--- src/rtl/csr_trap_unit_if.sv ---
// MW-stage handshake between the pipeline and the CSR/trap unit:
// CSR strobes, interrupt lines, read data and the fetch redirect.
interface csr_trap_unit_if #(
    parameter int XLEN = 32
);
    logic            csr_reg_rdMW;
    logic            csr_reg_wrMW;
    logic            is_mret;
    logic            instr_valid_MW;
    logic [11:0]     csr_addr;
    logic [XLEN-1:0] csr_wdata;
    logic [XLEN-1:0] pc_MW;
    logic            timer_irq;
    logic            uart_irq;
    logic [XLEN-1:0] csr_rdata;
    logic            epc_taken;
    logic [XLEN-1:0] epc;

    modport master (
        output csr_reg_rdMW, csr_reg_wrMW, is_mret, instr_valid_MW,
        output csr_addr, csr_wdata, pc_MW, timer_irq, uart_irq,
        input  csr_rdata, epc_taken, epc
    );

    modport slave (
        input  csr_reg_rdMW, csr_reg_wrMW, is_mret, instr_valid_MW,
        input  csr_addr, csr_wdata, pc_MW, timer_irq, uart_irq,
        output csr_rdata, epc_taken, epc
    );
endinterface

--- src/rtl/csr_trap_unit.sv ---
// Machine-mode CSR file and interrupt/mret sequencer for the MW stage.
// Interrupts are sampled, decided and then redirected on three successive edges.
module csr_trap_unit #(
    parameter int              XLEN        = 32,
    parameter logic [XLEN-1:0] MTVEC_RESET = 32'h0000_0000
) (
    input  logic          clk_o,
    input  logic          reset,
    csr_trap_unit_if.slave bus
);
    localparam logic [11:0] ADDR_MSTATUS = 12'h300;
    localparam logic [11:0] ADDR_MIE     = 12'h304;
    localparam logic [11:0] ADDR_MTVEC   = 12'h305;
    localparam logic [11:0] ADDR_MEPC    = 12'h341;
    localparam logic [11:0] ADDR_MCAUSE  = 12'h342;
    localparam logic [11:0] ADDR_MIP     = 12'h344;
    localparam logic [11:0] ADDR_MCYCLE  = 12'hB00;
    localparam logic [11:0] ADDR_MCYCLEH = 12'hB80;
    localparam logic [11:0] ADDR_NONE    = 12'h000;
    localparam logic [XLEN-1:0] ALIGN4   = {{(XLEN-2){1'b1}}, 2'b00};

    typedef enum logic [1:0] {
        ST_RUN  = 2'd0,
        ST_TRAP = 2'd1,
        ST_RET  = 2'd2
    } state_e;

    state_e          state_q, state_d;
    logic            mstatus_mie_q, mstatus_mie_d;
    logic            mstatus_mpie_q, mstatus_mpie_d;
    logic            mie_mtie_q, mie_mtie_d;
    logic            mie_meie_q, mie_meie_d;
    logic            mip_mtip_q, mip_mtip_d;
    logic            mip_meip_q, mip_meip_d;
    logic [XLEN-1:0] mtvec_q, mtvec_d;
    logic [XLEN-1:0] mepc_q, mepc_d;
    logic [XLEN-1:0] mcause_q, mcause_d;
    logic [63:0]     mcycle_q, mcycle_d;
    logic            epc_taken_q, epc_taken_d;
    logic [XLEN-1:0] epc_q, epc_d;

    logic            irq_pend;
    logic [3:0]      irq_code;
    logic            take_trap;
    logic            take_ret;
    logic [11:0]     wr_sel;
    logic [XLEN-1:0] rd_val;

    // Direct mode jumps to the base; vectored mode adds 4*cause to it.
    function automatic logic [XLEN-1:0] trap_target(input logic [XLEN-1:0] tvec,
                                                    input logic [3:0]      code);
        logic [XLEN-1:0] base;
        logic [XLEN-1:0] offset;
        base        = tvec & ALIGN4;
        offset      = {{(XLEN-6){1'b0}}, code, 2'b00};
        trap_target = tvec[0] ? (base + offset) : base;
    endfunction

    assign irq_pend  = mstatus_mie_q & ((mie_meie_q & mip_meip_q) | (mie_mtie_q & mip_mtip_q));
    assign irq_code  = (mie_meie_q & mip_meip_q) ? 4'd11 : 4'd7;
    assign take_ret  = (state_q == ST_RUN) & bus.is_mret & bus.instr_valid_MW;
    assign take_trap = (state_q == ST_RUN) & irq_pend & bus.instr_valid_MW & ~bus.is_mret;
    // A trapped instruction is squashed, so its CSR write never lands.
    assign wr_sel    = (bus.csr_reg_wrMW & bus.instr_valid_MW & (state_q == ST_RUN) & ~take_trap)
                       ? bus.csr_addr : ADDR_NONE;

    // CSR read mux; the value is the pre-write state of this cycle.
    always_comb begin
        rd_val = '0;
        if (bus.csr_reg_rdMW) begin
            case (bus.csr_addr)
                ADDR_MSTATUS: rd_val = {{(XLEN-8){1'b0}}, mstatus_mpie_q, 3'b000, mstatus_mie_q, 3'b000};
                ADDR_MIE:     rd_val = {{(XLEN-12){1'b0}}, mie_meie_q, 3'b000, mie_mtie_q, 7'b0000000};
                ADDR_MIP:     rd_val = {{(XLEN-12){1'b0}}, mip_meip_q, 3'b000, mip_mtip_q, 7'b0000000};
                ADDR_MTVEC:   rd_val = mtvec_q;
                ADDR_MEPC:    rd_val = mepc_q;
                ADDR_MCAUSE:  rd_val = mcause_q;
                ADDR_MCYCLE:  rd_val = mcycle_q[31:0];
                ADDR_MCYCLEH: rd_val = mcycle_q[63:32];
                default:      rd_val = '0;
            endcase
        end else begin
            rd_val = '0;
        end
    end

    assign bus.csr_rdata = rd_val;
    assign bus.epc_taken = epc_taken_q;
    assign bus.epc       = epc_q;

    // Next-state: CSR writes first, then trap/mret side effects override them.
    always_comb begin
        state_d        = state_q;
        mstatus_mie_d  = mstatus_mie_q;
        mstatus_mpie_d = mstatus_mpie_q;
        mie_mtie_d     = mie_mtie_q;
        mie_meie_d     = mie_meie_q;
        mip_mtip_d     = bus.timer_irq;
        mip_meip_d     = bus.uart_irq;
        mtvec_d        = mtvec_q;
        mepc_d         = mepc_q;
        mcause_d       = mcause_q;
        mcycle_d       = mcycle_q + 64'd1;
        epc_taken_d    = 1'b0;
        epc_d          = '0;

        case (wr_sel)
            ADDR_MSTATUS: begin
                mstatus_mie_d  = bus.csr_wdata[3];
                mstatus_mpie_d = bus.csr_wdata[7];
            end
            ADDR_MIE: begin
                mie_mtie_d = bus.csr_wdata[7];
                mie_meie_d = bus.csr_wdata[11];
            end
            ADDR_MTVEC:   mtvec_d  = {bus.csr_wdata[XLEN-1:2], 1'b0, bus.csr_wdata[0]};
            ADDR_MEPC:    mepc_d   = bus.csr_wdata & ALIGN4;
            ADDR_MCAUSE:  mcause_d = bus.csr_wdata;
            ADDR_MCYCLE:  mcycle_d = {mcycle_q[63:32], bus.csr_wdata[31:0]};
            ADDR_MCYCLEH: mcycle_d = {bus.csr_wdata[31:0], mcycle_q[31:0]};
            default: begin
            end
        endcase

        case (state_q)
            ST_RUN: begin
                if (take_ret) begin
                    state_d        = ST_RET;
                    mstatus_mie_d  = mstatus_mpie_q;
                    mstatus_mpie_d = 1'b1;
                end else if (take_trap) begin
                    state_d        = ST_TRAP;
                    mepc_d         = bus.pc_MW & ALIGN4;
                    mcause_d       = {1'b1, {(XLEN-5){1'b0}}, irq_code};
                    mstatus_mpie_d = mstatus_mie_q;
                    mstatus_mie_d  = 1'b0;
                end else begin
                    state_d = ST_RUN;
                end
            end
            ST_TRAP: begin
                epc_taken_d = 1'b1;
                epc_d       = trap_target(mtvec_q, mcause_q[3:0]);
                state_d     = ST_RUN;
            end
            ST_RET: begin
                epc_taken_d = 1'b1;
                epc_d       = mepc_q;
                state_d     = ST_RUN;
            end
            default: state_d = ST_RUN;
        endcase
    end

    // State and CSR registers with synchronous reset.
    always_ff @(posedge clk_o) begin
        if (reset) begin
            state_q        <= ST_RUN;
            mstatus_mie_q  <= 1'b0;
            mstatus_mpie_q <= 1'b0;
            mie_mtie_q     <= 1'b0;
            mie_meie_q     <= 1'b0;
            mip_mtip_q     <= 1'b0;
            mip_meip_q     <= 1'b0;
            mtvec_q        <= {MTVEC_RESET[XLEN-1:2], 1'b0, MTVEC_RESET[0]};
            mepc_q         <= '0;
            mcause_q       <= '0;
            mcycle_q       <= 64'd0;
            epc_taken_q    <= 1'b0;
            epc_q          <= '0;
        end else begin
            state_q        <= state_d;
            mstatus_mie_q  <= mstatus_mie_d;
            mstatus_mpie_q <= mstatus_mpie_d;
            mie_mtie_q     <= mie_mtie_d;
            mie_meie_q     <= mie_meie_d;
            mip_mtip_q     <= mip_mtip_d;
            mip_meip_q     <= mip_meip_d;
            mtvec_q        <= mtvec_d;
            mepc_q         <= mepc_d;
            mcause_q       <= mcause_d;
            mcycle_q       <= mcycle_d;
            epc_taken_q    <= epc_taken_d;
            epc_q          <= epc_d;
        end
    end
endmodule

--- src/flat_wrapper.sv ---
// flat-port wrapper written by rule: the top's interface ports become plain ports
module csr_trap_unit_flat 
#(
    parameter int              XLEN        = 32,
    parameter logic [XLEN-1:0] MTVEC_RESET = 32'h0000_0000
)
  (clk_o, reset, bus_csr_reg_rdMW, bus_csr_reg_wrMW, bus_is_mret, bus_instr_valid_MW, bus_csr_addr, bus_csr_wdata, bus_pc_MW, bus_timer_irq, bus_uart_irq, bus_csr_rdata, bus_epc_taken, bus_epc);
  csr_trap_unit_if #(.XLEN(XLEN)) bus_i ();
  input  logic clk_o;
  input  logic reset;
  input wire logic [$bits(bus_i.csr_reg_rdMW)-1:0] bus_csr_reg_rdMW;
  input wire logic [$bits(bus_i.csr_reg_wrMW)-1:0] bus_csr_reg_wrMW;
  input wire logic [$bits(bus_i.is_mret)-1:0] bus_is_mret;
  input wire logic [$bits(bus_i.instr_valid_MW)-1:0] bus_instr_valid_MW;
  input wire logic [$bits(bus_i.csr_addr)-1:0] bus_csr_addr;
  input wire logic [$bits(bus_i.csr_wdata)-1:0] bus_csr_wdata;
  input wire logic [$bits(bus_i.pc_MW)-1:0] bus_pc_MW;
  input wire logic [$bits(bus_i.timer_irq)-1:0] bus_timer_irq;
  input wire logic [$bits(bus_i.uart_irq)-1:0] bus_uart_irq;
  output wire logic [$bits(bus_i.csr_rdata)-1:0] bus_csr_rdata;
  output wire logic [$bits(bus_i.epc_taken)-1:0] bus_epc_taken;
  output wire logic [$bits(bus_i.epc)-1:0] bus_epc;
  assign bus_i.csr_reg_rdMW = bus_csr_reg_rdMW;
  assign bus_i.csr_reg_wrMW = bus_csr_reg_wrMW;
  assign bus_i.is_mret = bus_is_mret;
  assign bus_i.instr_valid_MW = bus_instr_valid_MW;
  assign bus_i.csr_addr = bus_csr_addr;
  assign bus_i.csr_wdata = bus_csr_wdata;
  assign bus_i.pc_MW = bus_pc_MW;
  assign bus_i.timer_irq = bus_timer_irq;
  assign bus_i.uart_irq = bus_uart_irq;
  assign bus_csr_rdata = bus_i.csr_rdata;
  assign bus_epc_taken = bus_i.epc_taken;
  assign bus_epc = bus_i.epc;
  csr_trap_unit #(.XLEN(XLEN), .MTVEC_RESET(MTVEC_RESET)) u_core (.clk_o(clk_o), .reset(reset), .bus(bus_i));
endmodule
--- config.mk ---
export PLATFORM = sky130hd
export DESIGN_NAME = csr_trap_unit_flat
export DESIGN_NICKNAME = d
export VERILOG_FILES = /design/src/rtl/csr_trap_unit_if.sv /design/src/rtl/csr_trap_unit.sv /design/src/flat_wrapper.sv
export SDC_FILE = /design/constraint.sdc
export NUM_CORES = 1
export LEC_CHECK = 0
export CAP_MARGIN = 20
export CORE_MARGIN = 8
export CORE_UTILIZATION = 50
export DETAILED_ROUTE_END_ITERATION = 12
export PLACE_DENSITY_LB_ADDON = 0.3
export SETUP_SLACK_MARGIN = 0.1
export SLEW_MARGIN = 15
export SYNTH_ARGS = -nofsm -noshare
export SYNTH_HDL_FRONTEND = slang
export SYNTH_SLANG_ARGS = --single-unit
--- constraint.sdc ---
create_clock -name clk_o -period 4 [get_ports clk_o]
set_input_delay 0.8 -clock clk_o [delete_from_list [all_inputs] [get_ports clk_o]]
set_output_delay 0.8 -clock clk_o [all_outputs]
set_load 0.005 [all_outputs]
Yosys cells after proc, flatten, opt, wreduce, memory -nomap -nowiden

Cells that the tools add are included.

Register bits: 200
Logic and storage cells: 79

Reduce and logical (&&, ||, !) cells: 4
Equal/unequal tests: 17
Add/subtract/negate cells: 2
Bitwise logic cells: 15
Multiplexer cells: 26

Operators with widths:

| cell                    | count |
|---|---|
| $mux W32                | 10 |
| $pmux W32 S8            | 1 |
| $eq A12 B10 Y1 const B  | 11 |
| $pmux W64 S2            | 1 |
| $add A64 B1 Y64 const B | 1 |
| $pmux W32 S2            | 1 |
| $eq A12 B12 Y1 const B  | 4 |
| $add A32 B6 Y32         | 1 |
| $mux W12                | 1 |
| $and A1 B1 Y1           | 11 |
| $mux W1                 | 10 |
| $mux W4                 | 1 |
| $reduce_or A2 Y1        | 2 |
| $not A1 Y1              | 3 |
| $reduce_or A3 Y1        | 1 |
| $eq A2 B1 Y1 const B    | 1 |
| $eq A2 B2 Y1 const B    | 1 |
| $logic_not A2 Y1        | 1 |
| $mux W2                 | 1 |
| $or A1 B1 Y1            | 1 |

Logic depth before layout (Yosys ltp)

Depth in word-level cells: 14
Depth in mapped cells: 10
Mapped depth without buffers: 8

Worst setup path before layout

Ideal clock, no wire load.

Path kind: input to output
Start: input port bus_csr_addr[0]
End: output port bus_csr_rdata[21]
Arrival: 2.647 ns
Cell stages on the path: 7
Data required time: 3.200 ns
Path buffers: 2
Path slack: 0.553 ns
Path through: or4_1 > or4_4 > clkbuf_1 > buf_1 > nor2_1 > a21oi_1 > a21oi_1

Cells in the longest elaborated chain, start to end: 3
Elaborated cells between the ends (all ways): 10
Those cells by class: 8 x eq/ne; 2 x mux

Ends and longest elaborated chain:

| item                                                    | line                | source |
|---|---|---|
| start: declaration                                      | flat_wrapper.sv:15  | `input wire logic [$bits(bus_i.csr_addr)-1:0] bus_csr_addr;` |
| $eq A12 B12 Y1 / $eq A12 B10 Y1 (equally long branches) | csr_trap_unit.sv:71 | `case (bus.csr_addr)` |
| $pmux W32 S8 (*)                                        | csr_trap_unit.sv:71 |  |
| $mux W32 (*)                                            | csr_trap_unit.sv:70 | `if (bus.csr_reg_rdMW) begin` |
| end: declaration                                        | flat_wrapper.sv:20  | `output wire logic [$bits(bus_i.csr_rdata)-1:0] bus_csr_rdata;` |

Every way passes the cells marked *; elsewhere a longest branch is shown, timed or not.

Worst setup path in the final report

Start: input port bus_csr_addr[9]
End: output port bus_csr_rdata[31]

The elaborated chain is that of the path after synthesis.

==> impl_results.md <==
* Drt total wl at 42380 um
* Port Buffers at 146
* Top_reg_cell synth: dfxtp_1
* Worst Tran Pin Value at 1071 ps
* Fill cell count at 1841
* Sequential Power Share at 0.501
* Cell Pwr Density at 289.6 nW/um2
* P_sw at 0.001041 W
* Worst hold slack at 456.9 ps
* Max stage delay on crit path at 520 ps
* Fraction of layout cells with a size suffix above 1 at 0.1006
* Critical Path AT at 3170 ps
* Setup TNS at 0 ps
* Routability cong. at 1.017
* Via count at 12344
* Number of buffers created by CTS at 17
* Worst-path maximum fanout at 13
* CTS Buffer Depth at 2
* Clock share of power at 0.439
* Cells after synthesis at 1461
* Initial Utilization at 0.5051
* Internal power at 0.002954 W
* Sequential cell area at 4004 um2
* Place WS at -332.5 ps
* N_diodes at 0
* Fin crit period at 3974 ps
* Synth cell types at 70
* Startpoint Class: input pin
* DR WL/cell at 22.53 um
* Total Power at 0.003995 W
* Crit end category: primary output
* Count of pins over their slew limit at 0
* First-pass GRT wire length at 63110 um
* Multi-input logic area at 6516 um2
* EDFF count, synth at 0
* Fin crit share at 0.9935
* DRC at 0
* Nets@finish at 1681
* GR Overflow Total at 0
* Pin count of the biggest net entering global routing at 140
* Total iterations of the first detailed-routing run at 8
* Peak Freq at 0.2516 GHz
* MaxCap Viol Count at 0
* CP bufs+invs at 4
* # clock sinks at 200
* Final core occ at 0.6381
* Final setup fails at 0
* DIE AREA at 26830 um2
* Cell mode on critical path: clkdlybuf4s50_1
* Total track usage at 0.2966
* Vias per inst at 6.562
* IO Count at 149
* Number of global-route vias before repair at 11220
* Final hold vios at 0
* Yosys reg bits at 200
* Hold WC Path Type: reg -> reg
* Worst slew margin at 0.2763
* Static Leak at 4.555 nW
* FP Rows at 54
* Register area share after synthesis at 0.3666
* Core area at 21620 um2
* HPWL after detailed placement at 28320 um
* Clk Latency, worst-skew pair at 450 ps
* Clock Tree Root: clkbuf_16
* Switching part of the total at 0.2605
* CTS tree: yes
* Peak VDD IR at 0.2464 mV
* Number of routed nets with antenna violations at 0
* Die X at 163.8 um
* Initial antenna violation count at 0
* Die height at 163.8 um
* Crit Path Class: in -> out
* First DRT Iteration DRCs at 1747
* Post-synth ARST share at 0
* Combinational power share at 0.060
* Final worst slack at 25.88 ps
* Unrepaired setup endpoints after global routing: true
* Worst-path clk slew at 80 ps
* Max H-tree Level at 4
* Hold Buf Count CTS at 0
* Net Count, Synth at 1554
* Area growth syn-to-layout at 26.34%
* Avg Cell Area, Syn at 7.475 um2
* Post-Syn Area at 10920 um2
* CP Cell Sequence: clkdlybuf4s50_1 -> nand4bb_4 -> nor3_2 -> buf_4 -> and3_2 -> buf_12 -> a22oi_1 -> a21oi_2 -> clkdlybuf4s50_1
* Slowest cell on crit path: clkdlybuf4s50_1
* Status: finished clean
* CP required at 3200 ps
* Setup Skew at 12.85 ps
* Ys Warns at 0
* CP delay by family, top: buffers and inverters
power by group through the flow:
stage,registers (W),logic (W),clock network (W)
6_report,0.00200,0.000239,0.00175
5_1_grt,0.00200,0.000247,0.00185
4_1_cts,0.00200,0.000228,0.00176
3_5_place_dp,0.00205,0.000225,0
3_3_place_gp,0.00205,0.000225,0
2_1_floorplan,0.00205,0.0000728,0
final timing paths:
kind                        from             endpoint  slack, ps  cells past startpoint
min          u_core.mcause_q[12]  u_core.mcause_q[12]        460                      2
min reg2reg  u_core.mcause_q[12]  u_core.mcause_q[12]        460                      2
max reg2reg  u_core.mcycle_q[18]  u_core.mcycle_q[51]        900                      5
max              bus_csr_addr[9]    bus_csr_rdata[31]         30                      9
cell type report:
class / count / share of cell area
multi-input combinational: 1130 / 0.4723
sequential: 200 / 0.2902
timing repair buffer: 221 / 0.1641
clock buffer: 18 / 0.03111
inverter: 18 / 0.004897
tap: 280 / 0.02539
clock inverter: 14 / 0.01197
metal layers:
layer  global-route usage  part of all wire  vias up
met5                    0                 0        -
met4               0.1190             0.038        0
met3              0.06466              0.13      152
met2               0.4600              0.45      904
met1               0.3947              0.38     5724
li1                     -                 -     5564
stage by stage:
step,instance area (um2),cells
2_1_floorplan,10920,1461
3_3_place_gp,12870,1834
3_5_place_dp,12870,1834
4_1_cts,13560,1869
5_1_grt,13800,1881
6_report,13800,1881
cells in the mapped netlist, types with 10 or more instances:
library cell / number / area, um2
a31oi_1: 31 / 193.9
nor3_1: 31 / 155.2
nor4_1: 19 / 118.9
xnor2_1: 25 / 219.0
mux2i_1: 36 / 360.4
nand2_1: 272 / 1021
clkbuf_1: 87 / 326.6
buf_2: 19 / 95.09
inv_1: 18 / 67.56
dfxtp_1: 200 / 4004
or3_1: 10 / 62.56
a21oi_1: 162 / 810.8
and3_1: 22 / 137.6
a22oi_1: 46 / 345.3
o21ai_0: 60 / 300.3
nand4_1: 47 / 294.0
and2_1: 10 / 62.56
nand3_1: 38 / 190.2
a311oi_1: 35 / 306.5
a32oi_1: 12 / 105.1
nor2_1: 144 / 540.5
placed cells by master, fill, tap and decap left out, types with 7 or more instances in the layout:
master and instances:
nand2_1 272, dfxtp_1 200, a21oi_1 155, nor2_1 141
clkdlybuf4s50_1 107, o21ai_0 60, buf_4 57, nand4_1 47
a22oi_1 46, nand3_1 37, mux2i_1 36, a311oi_1 35
a31oi_1 30, nor3_1 29, xnor2_1 25, clkbuf_16 20
and3_1 19, inv_1 18, nor4_1 18, a32oi_1 12
clkdlybuf4s15_1 12, buf_12 11, dlymetal6s2s_1 11, and2_1 10
nor2b_1 9, a21o_1 9, or3_1 9, ha_1 8
mux2_2 7, a211oi_1 7
cells by family (layout without fill, tap and decap cells):
group                      after synthesis  in the layout  share of synthesized area
adders and majority gates                9              9                    0.01100
xor gates and xnor gates                31             31                    0.02486
buffers and inverters                  131            271                    0.04835
AOI/OAI and AO/OA                      407            407                     0.2358
muxes                                   43             43                    0.04022
and+or+nand+nor                        640            640                     0.2731
DFF                                    200            200                     0.3666
what timing repair did:
action	4_1_cts	5_1_grt
buffers inserted	1	9
gates resized for setup	68	37
setup endpoints to repair	32	31
pin swaps	6	11
cloned	2	3
worst min-delay path: cells and delay by family (launching register included):
family             cells  cell delay [ps]
AOI/OAI and AO/OA      1               50
DFF                    1              320
and+or+nand+nor        1               50
sequential cells by signal, indices dropped and copies added, names as in the netlist:
signal	cells
u_core.mip_meip_q	1
u_core.mtvec_q	31
u_core.mstatus_mie_q	1
u_core.mcycle_q	64
u_core.mie_meie_q	1
u_core.mepc_q	32
u_core.state_q	2
u_core.bus.epc	32
u_core.mstatus_mpie_q	1
u_core.mie_mtie_q	1
u_core.bus.epc_taken	1
u_core.mip_mtip_q	1
u_core.mcause_q	32
Note: power is estimated with default switching activity, not from simulation.
